**src/rtl/fb_pkg.sv**
```systemverilog
// Shared helpers for the feedback combiner: width math, signed saturation
// and the idle value of the post-strobe cycle counter.
package fb_pkg;

  // Counter idle value; each user slices off its own CNT_W low bits.
  localparam logic [63:0] CNT_IDLE_ALL = '1;

  function automatic int clog2(input int n);
    int r;
    r = 0;
    for (int i = 0; i < 31; i++)
      if ((1 << i) < n) r = i + 1;
    return r;
  endfunction

  // Treats the low in_w bits of x as a signed value and clamps it to the
  // signed range of out_w bits.
  function automatic logic signed [63:0] sat_value(input logic signed [63:0] x,
                                                    input int in_w,
                                                    input int out_w);
    logic signed [63:0] v;
    logic signed [63:0] hi;
    logic signed [63:0] lo;
    v  = (x <<< (64 - in_w)) >>> (64 - in_w);
    hi = (64'sd1 <<< (out_w - 1)) - 64'sd1;
    lo = -(64'sd1 <<< (out_w - 1));
    if (v > hi) return hi;
    if (v < lo) return lo;
    return v;
  endfunction

endpackage

```
**src/rtl/fb_mac_lane.sv**
```systemverilog
// One channel of the combiner: input register, signed multiply, floor shift.
// Three registered stages from sig/coef to prod_sh.
module fb_mac_lane #(
  parameter int DATA_W = 13,
  parameter int COEF_W = 21,
  parameter int SHIFT  = 16
) (
  input  logic                                    clk,
  input  logic                                    rst,
  input  logic signed [DATA_W-1:0]                sig,
  input  logic signed [COEF_W-1:0]                coef,
  output logic signed [DATA_W+COEF_W-SHIFT-1:0]   prod_sh
);

  localparam int PROD_W = DATA_W + COEF_W;
  localparam int SH_W   = PROD_W - SHIFT;

  logic signed [DATA_W-1:0] sig_q;
  logic signed [COEF_W-1:0] coef_q;
  logic signed [PROD_W-1:0] prod_q;

  // NOTE: registers use <= so every stage samples the previous stage's old value.
  always_ff @(posedge clk) begin
    if (rst) begin
      sig_q   <= '0;
      coef_q  <= '0;
      prod_q  <= '0;
      prod_sh <= '0;
    end else begin
      sig_q   <= sig;
      coef_q  <= coef;
      prod_q  <= PROD_W'(sig_q) * PROD_W'(coef_q);
      // >>> on a signed value rounds toward minus infinity; the result fits SH_W bits.
      prod_sh <= SH_W'(prod_q >>> SHIFT);
    end
  end

endmodule

```
**src/rtl/fb_combiner.sv**
```systemverilog
// Bunch-by-bunch feedback combiner: N_CH gain-weighted channels summed in a
// registered adder tree, saturated to the DAC width and latched per bunch.
module fb_combiner
  import fb_pkg::*;
#(
  parameter int N_CH    = 4,
  parameter int DATA_W  = 13,
  parameter int COEF_W  = 21,
  parameter int SHIFT   = 16,
  parameter int OUT_W   = 13,
  parameter int N_BUNCH = 2,
  parameter int CNT_W   = 8
) (
  input  logic                              clk,
  input  logic                              rst,
  input  logic                              store_strb,
  input  logic                              bunch_strb,
  input  logic [N_CH*DATA_W-1:0]            sig_in,
  input  logic [N_CH*COEF_W-1:0]            coef_in,
  input  logic [CNT_W-1:0]                  latch_dly,
  input  logic                              fb_en,
  input  logic                              sat_clr,
  output logic signed [OUT_W-1:0]           fb_sgnl,
  output logic                              fb_valid,
  output logic [clog2(N_BUNCH+1)-1:0]       bunch_idx,
  output logic                              sat_flag
);

  localparam int L     = clog2(N_CH);
  localparam int NP    = 1 << L;
  localparam int SH_W  = DATA_W + COEF_W - SHIFT;
  localparam int SUM_W = SH_W + L;
  localparam int IDX_W = clog2(N_BUNCH + 1);
  localparam logic [CNT_W-1:0] IDLE = CNT_IDLE_ALL[CNT_W-1:0];

  logic signed [SH_W-1:0] lane_q [N_CH];

  for (genvar i = 0; i < N_CH; i++) begin : g_lane
    fb_mac_lane #(
      .DATA_W (DATA_W),
      .COEF_W (COEF_W),
      .SHIFT  (SHIFT)
    ) u_lane (
      .clk     (clk),
      .rst     (rst),
      .sig     (sig_in[i*DATA_W +: DATA_W]),
      .coef    (coef_in[i*COEF_W +: COEF_W]),
      .prod_sh (lane_q[i])
    );
  end

  // Level l holds NP>>l nodes, one bit wider than level l-1, so no node can overflow.
  for (genvar l = 0; l <= L; l++) begin : g_lvl
    localparam int W = SH_W + l;
    localparam int N = NP >> l;
    logic signed [W-1:0] node [N];

    if (l == 0) begin : g_leaf
      for (genvar i = 0; i < NP; i++) begin : g_pad
        if (i < N_CH) begin : g_used
          assign node[i] = lane_q[i];
        end else begin : g_zero
          assign node[i] = '0;
        end
      end
    end else begin : g_add
      always_ff @(posedge clk) begin
        for (int i = 0; i < N; i++) begin
          if (rst) node[i] <= '0;
          else     node[i] <= W'(g_lvl[l-1].node[2*i]) + W'(g_lvl[l-1].node[2*i+1]);
        end
      end
    end
  end

  logic signed [SUM_W-1:0] sum;
  logic signed [63:0]      sum_ext;
  logic signed [63:0]      sat_sum;
  logic                    sum_sat;
  logic [CNT_W-1:0]        j_q;
  logic                    latch_hit;

  assign sum       = g_lvl[L].node[0];
  assign sum_ext   = 64'(sum);
  assign sat_sum   = sat_value(sum_ext, SUM_W, OUT_W);
  assign sum_sat   = (sat_sum != sum_ext);
  assign latch_hit = store_strb && (j_q == latch_dly) && (latch_dly != IDLE)
                     && (bunch_idx < IDX_W'(N_BUNCH));

  always_ff @(posedge clk) begin
    if (rst) begin
      j_q       <= IDLE;
      bunch_idx <= '0;
      fb_sgnl   <= '0;
      fb_valid  <= 1'b0;
      sat_flag  <= 1'b0;
    end else begin
      // A strobe on the latch cycle restarts j only after the latch saw the old j.
      if (!store_strb)        j_q <= IDLE;
      else if (bunch_strb)    j_q <= '0;
      else if (j_q != IDLE)   j_q <= j_q + CNT_W'(1);

      if (!store_strb)        bunch_idx <= '0;
      else if (latch_hit)     bunch_idx <= bunch_idx + IDX_W'(1);

      fb_valid <= latch_hit;
      if (latch_hit) fb_sgnl <= fb_en ? OUT_W'(sat_sum) : '0;

      if (latch_hit && fb_en && sum_sat) sat_flag <= 1'b1;
      else if (sat_clr)                  sat_flag <= 1'b0;
    end
  end

endmodule

```
**config.mk**
```make
export PLATFORM = sky130hd
export DESIGN_NAME = fb_combiner
export DESIGN_NICKNAME = d
export VERILOG_FILES = /design/src/rtl/fb_pkg.sv /design/src/rtl/fb_mac_lane.sv /design/src/rtl/fb_combiner.sv
export SDC_FILE = /design/constraint.sdc
export NUM_CORES = 2
export LEC_CHECK = 0
export ABC_CLOCK_PERIOD_IN_PS = 12100
export CAP_MARGIN = 5
export CORE_ASPECT_RATIO = 1.2
export CORE_MARGIN = 2
export CORE_UTILIZATION = 40
export DETAILED_ROUTE_END_ITERATION = 10
export SLEW_MARGIN = 15
export SYNTH_ARGS = -nofsm -noshare
export SYNTH_HDL_FRONTEND = slang
export SYNTH_SLANG_ARGS = --single-unit
```
**constraint.sdc**
```tcl
create_clock -name clk -period 12.1 [get_ports clk]
set_clock_uncertainty 0.2 [all_clocks]
set_input_delay 2.42 -clock clk [delete_from_list [all_inputs] [get_ports clk]]
set_output_delay 2.42 -clock clk [all_outputs]
set_load 0.05 [all_outputs]
```
==> impl_metrics.toml <==
[cells_and_area]
mostFrequentLayoutCells = "999 x fa_1, 909 x inv_1, 674 x nand2_1, 383 x and2_1, 369 x ha_1"
mostFrequentLayoutCell = "fa_1"
seq_area_um2 = 7270
antennaDiodeCount = 0
final_util_pct = 43.9
num-fill-cells = 11600
area_growth_pct = 9.19
multi_input_area_um2 = 36500
stdcell_count = 6662
final_area_um2 = 52500
fin_nets = 6592
drive_gt1_share_pct = 2.25

[route]
post_drt_wl_per_cell_um = 16.5
num_vias = 32800
routed_wl_um = 110000
viasPerCell = 4.92
first_pass_iters = 5
postRouteAntennaNets = 0
drc = 0
drt_iter0_markers = 1384

[worst_setup_path]
cp-startpoint = "g_lane[0].u_lane.sig_q[12]$_SDFF_PP0_"
crit_type = "reg2reg"
regToRegSetupSlack_ps = 5320
worst_ep_arrival_time_ps = 7070
cp.required_ps = 12390
worst_path_most_repeated_cell = "fa_1"
endpoint = "g_lane[0].u_lane.prod_q[26]$_SDFF_PP0_"
r2r-start = "g_lane[0].u_lane.sig_q[12]$_SDFF_PP0_"
cp-end-kind = "flip-flop"
worstRegToRegCells = 18
cp-start-kind = "flip-flop"
worstReg2RegEnd = "g_lane[0].u_lane.prod_q[26]$_SDFF_PP0_"
cpMaxStageDelayCell = "clkinv_1"
critPathMaxFanout = 17
max_stage_delay_ps = 610
crit_chain = "clkinv_1 -> nor2_1 -> fa_1 -> fa_1 -> fa_1 -> fa_1 -> fa_1 -> ha_1 -> ha_1 -> o21ai_0 -> a21oi_1 -> a21oi_1 -> a21bo_2 -> a211o_1 -> a21oi_2 -> o21bai_1 -> a21oi_1 -> mux2_2"

[timing]
fin_ws_ps = 5320
worstMarginPinSlew_ps = 1040
period_minus_slack_ps = 6780
slew_violations = 0
hold_violations = 0
period_share_pct = 56.0
slew_headroom_pct = 30.8
holdWs_ps = 207
fmax_mhz = 148
rsz0062_at_grt = "false"
final.setup.tns_ps = 0
setup_violations = 0

[job]
maxCapViolCount = 0

[placed_design]
dp.final_hpwl_um = 87200
numPortBuffers = 166
place_ws_ps = 5330
placed_area_um2 = 50900
place_inst = 6577
gp_congestion = 0.856

[power_and_ir_drop]
power_mw = 6.05
ir_drop_mv = 0.125
p_leak_nw = 25.4
powerDensity_nw_per_um2 = 115

[cts]
numCtsBuffers = 46
numClockSinks = 363
clkTransAtPathRegs_ps = 60
cts_root_buffer = "clkbuf_16"
cts_setup_buffers = 0
post_cts_resized = 0
cts_hold_buf = 0
insertion_delay_ps = 630
clockBufferDepth = 3
cts-htree-levels = 2
cts_tree = "built"

[floorplanning]
fp.dieW_um = 320
coreArea_um2 = 119000
rows = 139
die_area_um2 = 123000
initial_utilization_pct = 40.2
fp.dieH_um = 384
ioPinCount = 167

[logic_synthesis]
synthCells = 5078
synth_simple_gate_area_share_pct = 17.6
synth_seq_cells = 363
syn_area_um2 = 48100
synth_warnings = 0
synthMuxAreaShare_pct = 0.112
synth_compound_area_share_pct = 4.82
synth-edff-count = 0
synth_ff_type = "dfxtp_1"
syn-num-nets = 6596
synthAdderAreaFrac_pct = 51.2
synth_top_family_by_area = "adder cells"
async_reset_ff_share_pct = 0
synth.distinct_cells = 63
ys_seq_area_share_pct = 15.1
synth_area_per_cell_um2 = 9.47
synth_xor_area_share_pct = 2.22

[worst_hold_path]
min-delay-path-class = "reg2reg"
whs_path_depth = 1

[grt]
grt_pass1_vias = 36200
track_usage_pct = 18.9
grt_max_degree = 166
grt_pass1_wl_um = 187000
overflow = 0
grt_antenna_before_repair = 1

[outcome]
outcome = "completed"
-- worst min-delay path by stage --
stage,end,startpoint
global placement,g_lane[3].u_lane.prod_sh[8]$_SDFF_PP0_,g_lane[3].u_lane.prod_q[24]$_SDFF_PP0_
floorplan,g_lane[0].u_lane.prod_sh[0]$_SDFF_PP0_,g_lane[0].u_lane.prod_q[16]$_SDFF_PP0_
global route,g_lane[0].u_lane.prod_sh[12]$_SDFF_PP0_,g_lane[0].u_lane.prod_q[28]$_SDFF_PP0_
CTS,g_lane[0].u_lane.prod_sh[12]$_SDFF_PP0_,g_lane[0].u_lane.prod_q[28]$_SDFF_PP0_
finish,g_lane[0].u_lane.prod_sh[12]$_SDFF_PP0_,g_lane[0].u_lane.prod_q[28]$_SDFF_PP0_
detailed placement,g_lane[2].u_lane.prod_sh[9]$_SDFF_PP0_,g_lane[2].u_lane.prod_q[25]$_SDFF_PP0_
-- layout make-up --
cell class | instances | share of cell area (%)
flip-flops and latches | 363 | 13.8
clock inverters | 27 | 0.553
inverters | 913 | 6.53
well taps | 1551 | 3.70
clock buffers | 58 | 2.41
multi-input cells | 3569 | 69.6
repair buffers | 181 | 3.41
-- routing by layer --
layer | global-route usage [%] | wire (um) | vias up
li1 | - | - | 15300
met1 | 24.8 | 48200 | 16600
met2 | 32.6 | 54000 | 682
met3 | 2.07 | 4330 | 200
met4 | 6.40 | 3640 | 0
met5 | 0 | 0 | -
-- cells by family after synthesis --
logic type / Yosys count
adders and majority gates: 1368
AOI/OAI and AO/OA: 360
muxes: 5
xor gates and xnor gates: 122
and+or+nand+nor: 1714
buffers and inverters: 1146
DFF: 363
-- flip-flops by register name (all words and copies together), names as in the netlist --
register               flops
g_lane.u_lane.coef_q      84
g_lane.u_lane.prod_q      72
g_lane.u_lane.prod_sh     72
g_lvl.node                58
g_lane.u_lane.sig_q       52
fb_sgnl                   13
j_q                        8
bunch_idx                  2
fb_valid                   1
sat_flag                   1
-- synth_stat cells (3+ instances only) --
| library cell | n | area share, % |
|---|---|---|
| nand4_1 | 21 | 0.27 |
| o21ai_1 | 4 | 0.042 |
| xor2_1 | 40 | 0.73 |
| nand3_1 | 32 | 0.33 |
| fa_1 | 999 | 42 |
| nor4_1 | 12 | 0.16 |
| inv_1 | 909 | 7.1 |
| nor3_1 | 49 | 0.51 |
| and2_1 | 383 | 5.0 |
| and3_1 | 24 | 0.31 |
| dfxtp_1 | 363 | 15 |
| xnor2_1 | 82 | 1.5 |
| o21bai_1 | 6 | 0.094 |
| o211ai_1 | 23 | 0.36 |
| a211oi_1 | 23 | 0.36 |
| or4_1 | 5 | 0.078 |
| nand2_1 | 674 | 5.3 |
| nand2b_1 | 38 | 0.49 |
| a21boi_0 | 4 | 0.062 |
| o31ai_1 | 5 | 0.078 |
| a31oi_1 | 12 | 0.16 |
| or3_1 | 12 | 0.16 |
| nor3b_1 | 6 | 0.094 |
| a21oi_1 | 104 | 1.1 |
| o21a_1 | 28 | 0.44 |
| nor2_1 | 204 | 1.6 |
| a2111oi_0 | 5 | 0.091 |
| a41oi_1 | 5 | 0.091 |
| o21ai_0 | 77 | 0.80 |
| or2_2 | 7 | 0.091 |
| a21o_1 | 36 | 0.56 |
| ha_1 | 369 | 9.6 |
| clkbuf_1 | 232 | 1.8 |
| clkinv_1 | 4 | 0.031 |
| nor2b_1 | 241 | 3.1 |
| o211ai_2 | 3 | 0.078 |
-- critical path, delay by kind of cell (launching register included) --
kind	cells	cell delay (ps)
flops	1	590
buf+inv	1	610
fa+ha+maj	7	3010
compound gates	8	1570
simple gates	1	310
mux	1	340
-- power by group --
| group | switching (mW) | internal (mW) | total (mW) |
|---|---|---|---|
| Sequential | 0.211 | 1.43 | 1.64 |
| Combinational | 1.65 | 1.35 | 2.99 |
| Clock | 0.617 | 0.801 | 1.42 |
(Power assumes the default switching activity.)
